## config.mk

```make
export PLATFORM = sky130hd
export DESIGN_NAME = imm_extend_pipe
export DESIGN_NICKNAME = d
export VERILOG_FILES = /design/src/rtl/imm_extend_pipe.sv
export SDC_FILE = /design/constraint.sdc
export NUM_CORES = 1
export LEC_CHECK = 0
export CAP_MARGIN = 20
export CORE_AREA = 3 3 106 88
export CTS_CLUSTER_DIAMETER = 150
export DETAILED_ROUTE_END_ITERATION = 10
export DIE_AREA = 0 0 109 91
export DONT_BUFFER_PORTS = 1
export RECOVER_POWER = 50
export SYNTH_ARGS = -nofsm -noshare
export SYNTH_HDL_FRONTEND = slang
export SYNTH_SLANG_ARGS = --single-unit
export TNS_END_PERCENT = 10
```

## constraint.sdc

```tcl
create_clock -name clk -period 1.83 [get_ports clk]
set_clock_uncertainty 0.15 [all_clocks]
set_input_delay 0.2745 -clock clk [delete_from_list [all_inputs] [get_ports clk]]
set_output_delay 0.2745 -clock clk [all_outputs]
set_load 0.01 [all_outputs]
```

## src/rtl/imm_extend_pipe.sv

```systemverilog
// Pipelined immediate extender: IN_W-bit immediate + mode -> OUT_W-bit operand,
// with a valid/ready handshake and a 2-entry skid buffer so in_ready is registered.
module imm_extend_pipe #(
  parameter int IN_W  = 16,
  parameter int OUT_W = 32,
  parameter int CNT_W = 8
) (
  input  logic             clk,
  input  logic             rst_n,
  input  logic             in_valid,
  output logic             in_ready,
  input  logic [IN_W-1:0]  in_imm,
  input  logic [1:0]       in_mode,
  output logic             out_valid,
  input  logic             out_ready,
  output logic [OUT_W-1:0] out_data,
  output logic [CNT_W-1:0] xfer_cnt,
  output logic [1:0]       dbg_state
);

  // Handshake: a beat moves on a port when valid & ready are both high at the
  // rising edge; valid never waits on ready, and payload holds while valid & !ready.

  typedef enum logic [1:0] {
    EMPTY = 2'd0,
    ONE   = 2'd1,
    FULL  = 2'd2
  } state_t;

  localparam logic [1:0] MODE_SEXT  = 2'b00;
  localparam logic [1:0] MODE_ZEXT  = 2'b01;
  localparam logic [1:0] MODE_UPPER = 2'b10;
  localparam logic [1:0] MODE_BRANCH = 2'b11;

  state_t           state_q;
  state_t           state_d;
  logic [OUT_W-1:0] out_q;
  logic [OUT_W-1:0] skid_q;
  logic [CNT_W-1:0] cnt_q;
  logic [OUT_W-1:0] ext_val;
  logic [OUT_W-1:0] sext_val;
  logic             accept;
  logic             xfer;
  logic             load_out_ext;
  logic             load_out_skid;
  logic             load_skid;

  // Extension of the immediate currently on the input port
  always_comb begin
    sext_val = {{(OUT_W-IN_W){in_imm[IN_W-1]}}, in_imm};
    ext_val  = sext_val;
    unique case (in_mode)
      MODE_SEXT:   ext_val = sext_val;
      MODE_ZEXT:   ext_val = {{(OUT_W-IN_W){1'b0}}, in_imm};
      MODE_UPPER:  ext_val = {in_imm, {(OUT_W-IN_W){1'b0}}};
      MODE_BRANCH: ext_val = sext_val << 2;
      default:     ext_val = sext_val;
    endcase
  end

  assign in_ready  = (state_q != FULL);
  assign out_valid = (state_q != EMPTY);
  assign out_data  = out_q;
  assign xfer_cnt  = cnt_q;
  assign dbg_state = state_q;

  assign accept = in_valid & in_ready;
  assign xfer   = out_valid & out_ready;

  always_comb begin
    state_d       = state_q;
    load_out_ext  = 1'b0;
    load_out_skid = 1'b0;
    load_skid     = 1'b0;
    unique case (state_q)
      EMPTY: begin
        if (accept) begin
          load_out_ext = 1'b1;
          state_d      = ONE;
        end
      end
      ONE: begin
        if (accept && xfer) begin
          load_out_ext = 1'b1;
        end else if (accept) begin
          load_skid = 1'b1;
          state_d   = FULL;
        end else if (xfer) begin
          state_d = EMPTY;
        end
      end
      FULL: begin
        // in_ready is low here, so only the skid drain can happen
        if (xfer) begin
          load_out_skid = 1'b1;
          state_d       = ONE;
        end
      end
      default: state_d = EMPTY;
    endcase
  end

  always_ff @(posedge clk) begin
    if (!rst_n) begin
      state_q <= EMPTY;
      out_q   <= '0;
      skid_q  <= '0;
      cnt_q   <= '0;
    end else begin
      state_q <= state_d;
      if (load_out_ext) begin
        out_q <= ext_val;
      end else if (load_out_skid) begin
        out_q <= skid_q;
      end
      if (load_skid) begin
        skid_q <= ext_val;
      end
      if (xfer) begin
        cnt_q <= cnt_q + CNT_W'(1);
      end
    end
  end

endmodule

```

Word-level counts from Yosys, hierarchy flattened
Index checks and enable logic that the tools add are counted.
- add/subtract/negate cells: 1
- muxes and demuxes: 16
- eq/ne operators: 10
- bitwise operators: 2
- reduce and logical (&&, ||, !) cells: 6
- operator list (cell ; count):
    32-bit one-hot mux with 4 select lines ; 1
    32-bit 2-to-1 mux ; 2
    2-bit 2-to-1 mux ; 5
    8-bit by 1-bit adder with 8-bit output, second input constant ; 1
    2-bit != test, second input constant ; 4
    2-bit equality test, second input constant ; 3
    1-bit 2-to-1 mux ; 6
    2-bit one-hot mux with 3 select lines ; 1
    2-bit by 1-bit equality test with 1-bit output, second input constant ; 2
    2-bit logical NOT ; 2
    4-bit AND reduction ; 1
    2-bit nonzero test ; 2
    3-bit != test, second input constant ; 1
    1-bit AND ; 2
    1-bit one-hot mux with 2 select lines ; 1
    1-bit logical AND ; 1
- output and inout bits: 44
- logic and storage cells: 39
- bits of input ports: 22
- register bits: 74

Depth between registers and ports, before layout
- depth in word-level cells: 6
- gate-level depth with buffers: 6
- gate-level depth less buffers: 4

Worst setup path before layout
Ideal clock, no wire load.
- kind: reg-to-reg
- from: reg state_q[0] (netlist: dbg_state[0])
- to: reg out_q[30] (netlist: out_data[30])
- setup time: 0.133 ns
- arrival: 1.229 ns
- data required time: 1.547 ns
- period minus slack after synthesis: 1.512 ns
- cell stages (with the launch flop): 6
- path slack: 0.318 ns
- path buffers: 2
- cells stage by stage: dfxtp_1 buf_6 and2b_4 nor3_4 buf_4 a221oi_2
- cells in the longest elaborated chain, start to end: 6
- elaborated cells between the ends (all ways): 15
- classes of those cells: 3 x eq/ne; 6 x mux; 2 x bitwise; 4 x reduce/logical
- ends and longest elaborated chain (what ; RTL line ; RTL):
    start: declaration ; 35 ; state_t state_q;
    start signal: assignment ; 110 ; state_q <= state_d;
    2-bit != test / 2-bit nonzero test (equally long branches) ; 61, 62 ;
    1-bit AND, on equally long branches ; 67, 68 ;
    1-bit logical AND ; 83 ; if (accept && xfer) begin
    1-bit 2-to-1 mux ; 83 ;
    1-bit one-hot mux with 2 select lines ; 75 ; unique case (state_q)
    32-bit 2-to-1 mux / 2-bit nonzero test (equally long branches) ; -- ;
    end signal: assignment ; 112 ; out_q <= ext_val;
    end signal: assignment ; 114 ; out_q <= skid_q;
    end: declaration ; 37 ; logic [OUT_W-1:0] out_q;
Parallel ways exist; a longest one is shown, timed or not.
A chain may end at the register's enable or synchronous reset.

Final worst setup path
- from: reg state_q[1] (netlist: dbg_state[1])
- to: out out_valid
- cells in the longest elaborated chain, start to end: 1
- ends and longest elaborated chain (what ; RTL line ; RTL):
    2-bit nonzero test ; 62 ; assign out_valid = (state_q != EMPTY);
    end: declaration ; 14 ; output logic out_valid,
No other way between the ends.

==> impl_results.md <==
- WL/cell: 18.3 um
- FP Rows: 30
- Drc violations: 0
- Clk sinks: 74
- Hpwl dp: 6.04 mm
- WP data arrival: 1.20 ns
- Top Family by Delay on Critical Path: flip-flops
- Post-synth EDFFs: 0
- Share of cells above drive strength 1: 18.3%
- Tot Pwr: 3.59 mW
- CTS tree: yes
- Post-Syn Area: 3610 um^2
- Effective utilization at floorplan: 43.2%
- Critical path's largest stage delay: 0.36 ns
- Die Y: 91 um
- CP Cell Sequence: buf_4 > or2_2
- Pre-CTS setup slack: 0.0213 ns
- Hold Path Class: input port to register
- I/O Pins: 66
- Post-route cell area: 3930 um^2
- CP max FO: 7
- Worst-path clk slew: 0.08 ns
- Most common cell after layout, fill and taps aside: dfxtp_1
- Count of input and output buffers: 0
- Synth-to-Final Area Change: 8.73%
- H-Tree Depth: 3
- Crit path launch type: register
- Pwr Density: 914 nW/um^2
- Sw Ratio: 28.2%
- Tmin final: 1.63 ns
- Core area: 8370 um^2
- Hold_ws: 0.00716 ns
- Cell variety after synth: 49
- Worst-case clock buffer depth: 2
- Mapped Cells: 389
- Final nets: 407
- Pin count of the biggest net entering global routing: 47
- Routed vias/inst: 5.67
- Vias: 2841
- Die width: 109 um
- TNS Setup: 0 ns
- Cell Int Power: 2.58 mW
- Max-cap check violation count: 0
- Slew margin rel.: 39.2%
- Async SR Flop Fraction: 0%
- Combinational power share: 13.1%
- Vias in the first global route: 2725
- Most frequent cells in the layout: dfxtp_1, o21ai_0, a21oi_1
- Worst-Margin Slew: 0.912 ns
- Total grt overflow: 0
- Ys Warns: 0
- Top FF cell, synth: dfxtp_1
- Fin. max-slew vios: 0
- CTS Root Cell: clkbuf_8
- Detailed router's first-iteration violation count: 251
- LEAKAGE: 1.31 nW
- Initial antenna violation count: 0
- Final cycle utilization of the critical path: 89.0%
- Clock network power share: 36.8%
- Setup WS post-layout: 0.201 ns
- Pre-antenna DRT Iters: 5
- Fillers: 812
- GRT Util Overall: 19.3%
- CTS buffer count: 9
- Post-Syn Area per Cell: 9.29 um^2
- Placed Area: 3680 um^2
- VDD IR max: 0.334 mV
- Status: complete, no violations
- Die area: 9920 um^2
- GPL Wtd Cong: 0.786
- First-pass GRT wire length: 14.8 mm
- Worst skew pair latency: 0.36 ns
- CP Capture Type: output pin
- Switch Pwr: 1.01 mW
- Critical path data required time: 1.41 ns
- WP buf/inv: 1
- Fin. Hold Viols: 0
- Sequential Power Share: 50.1%
- Post-synthesis sequential element count: 74
- Slowest CP cell: dfxtp_1
- Post-route ant nets: 0
- Seq/Total Area, Yosys: 41.0%
- Antenna Cells: 0
- Final setup violating endpoints: 0
- Worst Path Class, Setup: register to output pin
- Drt total wl: 9.18 mm
- Syn nets: 412
- F_max: 614 MHz
- RSZ-0062 raised after global routing: no
==> sequential cells by signal, summed over array words and instances, names as in the netlist <==
signal / flops
out_data: 32
xfer_cnt: 8
skid_q: 32
dbg_state: 2
==> power groups by stage <==
stage                     clock network [mW]  registers, mW  logic (mW)
final                                   1.32           1.80       0.469
after global routing                    1.41           1.82       0.524
after floorplan                            0           1.82       0.396
after detailed placement                   0           1.84       0.444
after global placement                     0           1.84       0.432
after CTS                               1.34           1.80       0.463
==> metal layers <==
| layer | vias up | GRT usage (%) | routed length, um |
|---|---|---|---|
| met1 | 1321 | 25.5 | 4050 |
| met3 | 11 | 8.53 | 900 |
| li1 | 1414 | - | - |
| met4 | 0 | 4.63 | 114 |
| met5 | - | 0 | 0 |
| met2 | 95 | 28.8 | 4120 |
==> stage by stage <==
step | cells | utilization, %
2_1_floorplan | 389 | -
3_3_place_gp | 481 | 43.9
3_5_place_dp | 481 | 43.9
4_1_cts | 500 | 46.7
5_1_grt | 501 | 46.9
6_report | 501 | 46.9
==> cell type report <==
cell class | instances | area [um^2] | share of cell area (%)
inverter | 16 | 60.1 | 1.53
sequential | 74 | 1480 | 37.7
tap | 112 | 140 | 3.57
clock buffer | 11 | 141 | 3.60
multi-input combinational | 264 | 1840 | 46.7
clock inverter | 5 | 62.6 | 1.59
timing repair buffer | 19 | 208 | 5.29
==> cells by family (layout without fill, tap and decap cells) <==
kind of cell | count (synthesis) | in the layout | synth area share [%]
AO/OA/AOI/OAI | 158 | 158 | 33.0
flip-flops | 74 | 74 | 41.0
buffers and inverters | 51 | 51 | 8.24
multiplexers | 2 | 2 | 0.589
XOR/XNOR | 2 | 2 | 0.485
AND/OR/NAND/NOR | 101 | 101 | 16.3
adder cells (fa/ha/maj) | 1 | 1 | 0.346
==> synthesized netlist by cell type (all sizes together), types with 2 or more instances <==
cell | count | area share, %
a211oi | 14 | 4.3
a21oi | 42 | 6.1
a221oi | 29 | 10
a22oi | 14 | 2.9
a32oi | 2 | 0.48
and2 | 3 | 0.52
and2b | 2 | 0.48
buf | 25 | 5.5
clkbuf | 10 | 1.1
dfxtp | 74 | 41
inv | 15 | 1.6
nand2 | 25 | 2.6
nand2b | 4 | 0.90
nand3 | 2 | 0.28
nand4 | 3 | 0.52
nor2 | 19 | 2.1
nor2b | 30 | 5.2
o211ai | 4 | 0.83
o21ai | 49 | 7.1
o31ai | 2 | 0.42
or3 | 3 | 0.52
or4 | 2 | 0.42
xor2 | 2 | 0.48
==> path summary, 6_finish.rpt <==
| kind | slack [ns] | startpoint | end | depth (start not counted) |
|---|---|---|---|---|
| worst max-delay path | 0.20 | dbg_state[1] | out_valid | 2 |
| worst min-delay path | 0.007 | in_mode[1] | out_data[22] | 2 |
| worst max register to register | 0.22 | dbg_state[1] | xfer_cnt[5] | 4 |
| worst min register to register | 0.31 | skid_q[0] | skid_q[0] | 2 |
==> repair_timing <==
action                     4_1_cts  5_1_grt
setup endpoints to repair        0       24
hold buffers                     3        0
resized for setup                0        4
setup buffers                    0        1
hold endpoints to repair        36        0
Note: power is estimated with default switching activity, not from simulation.
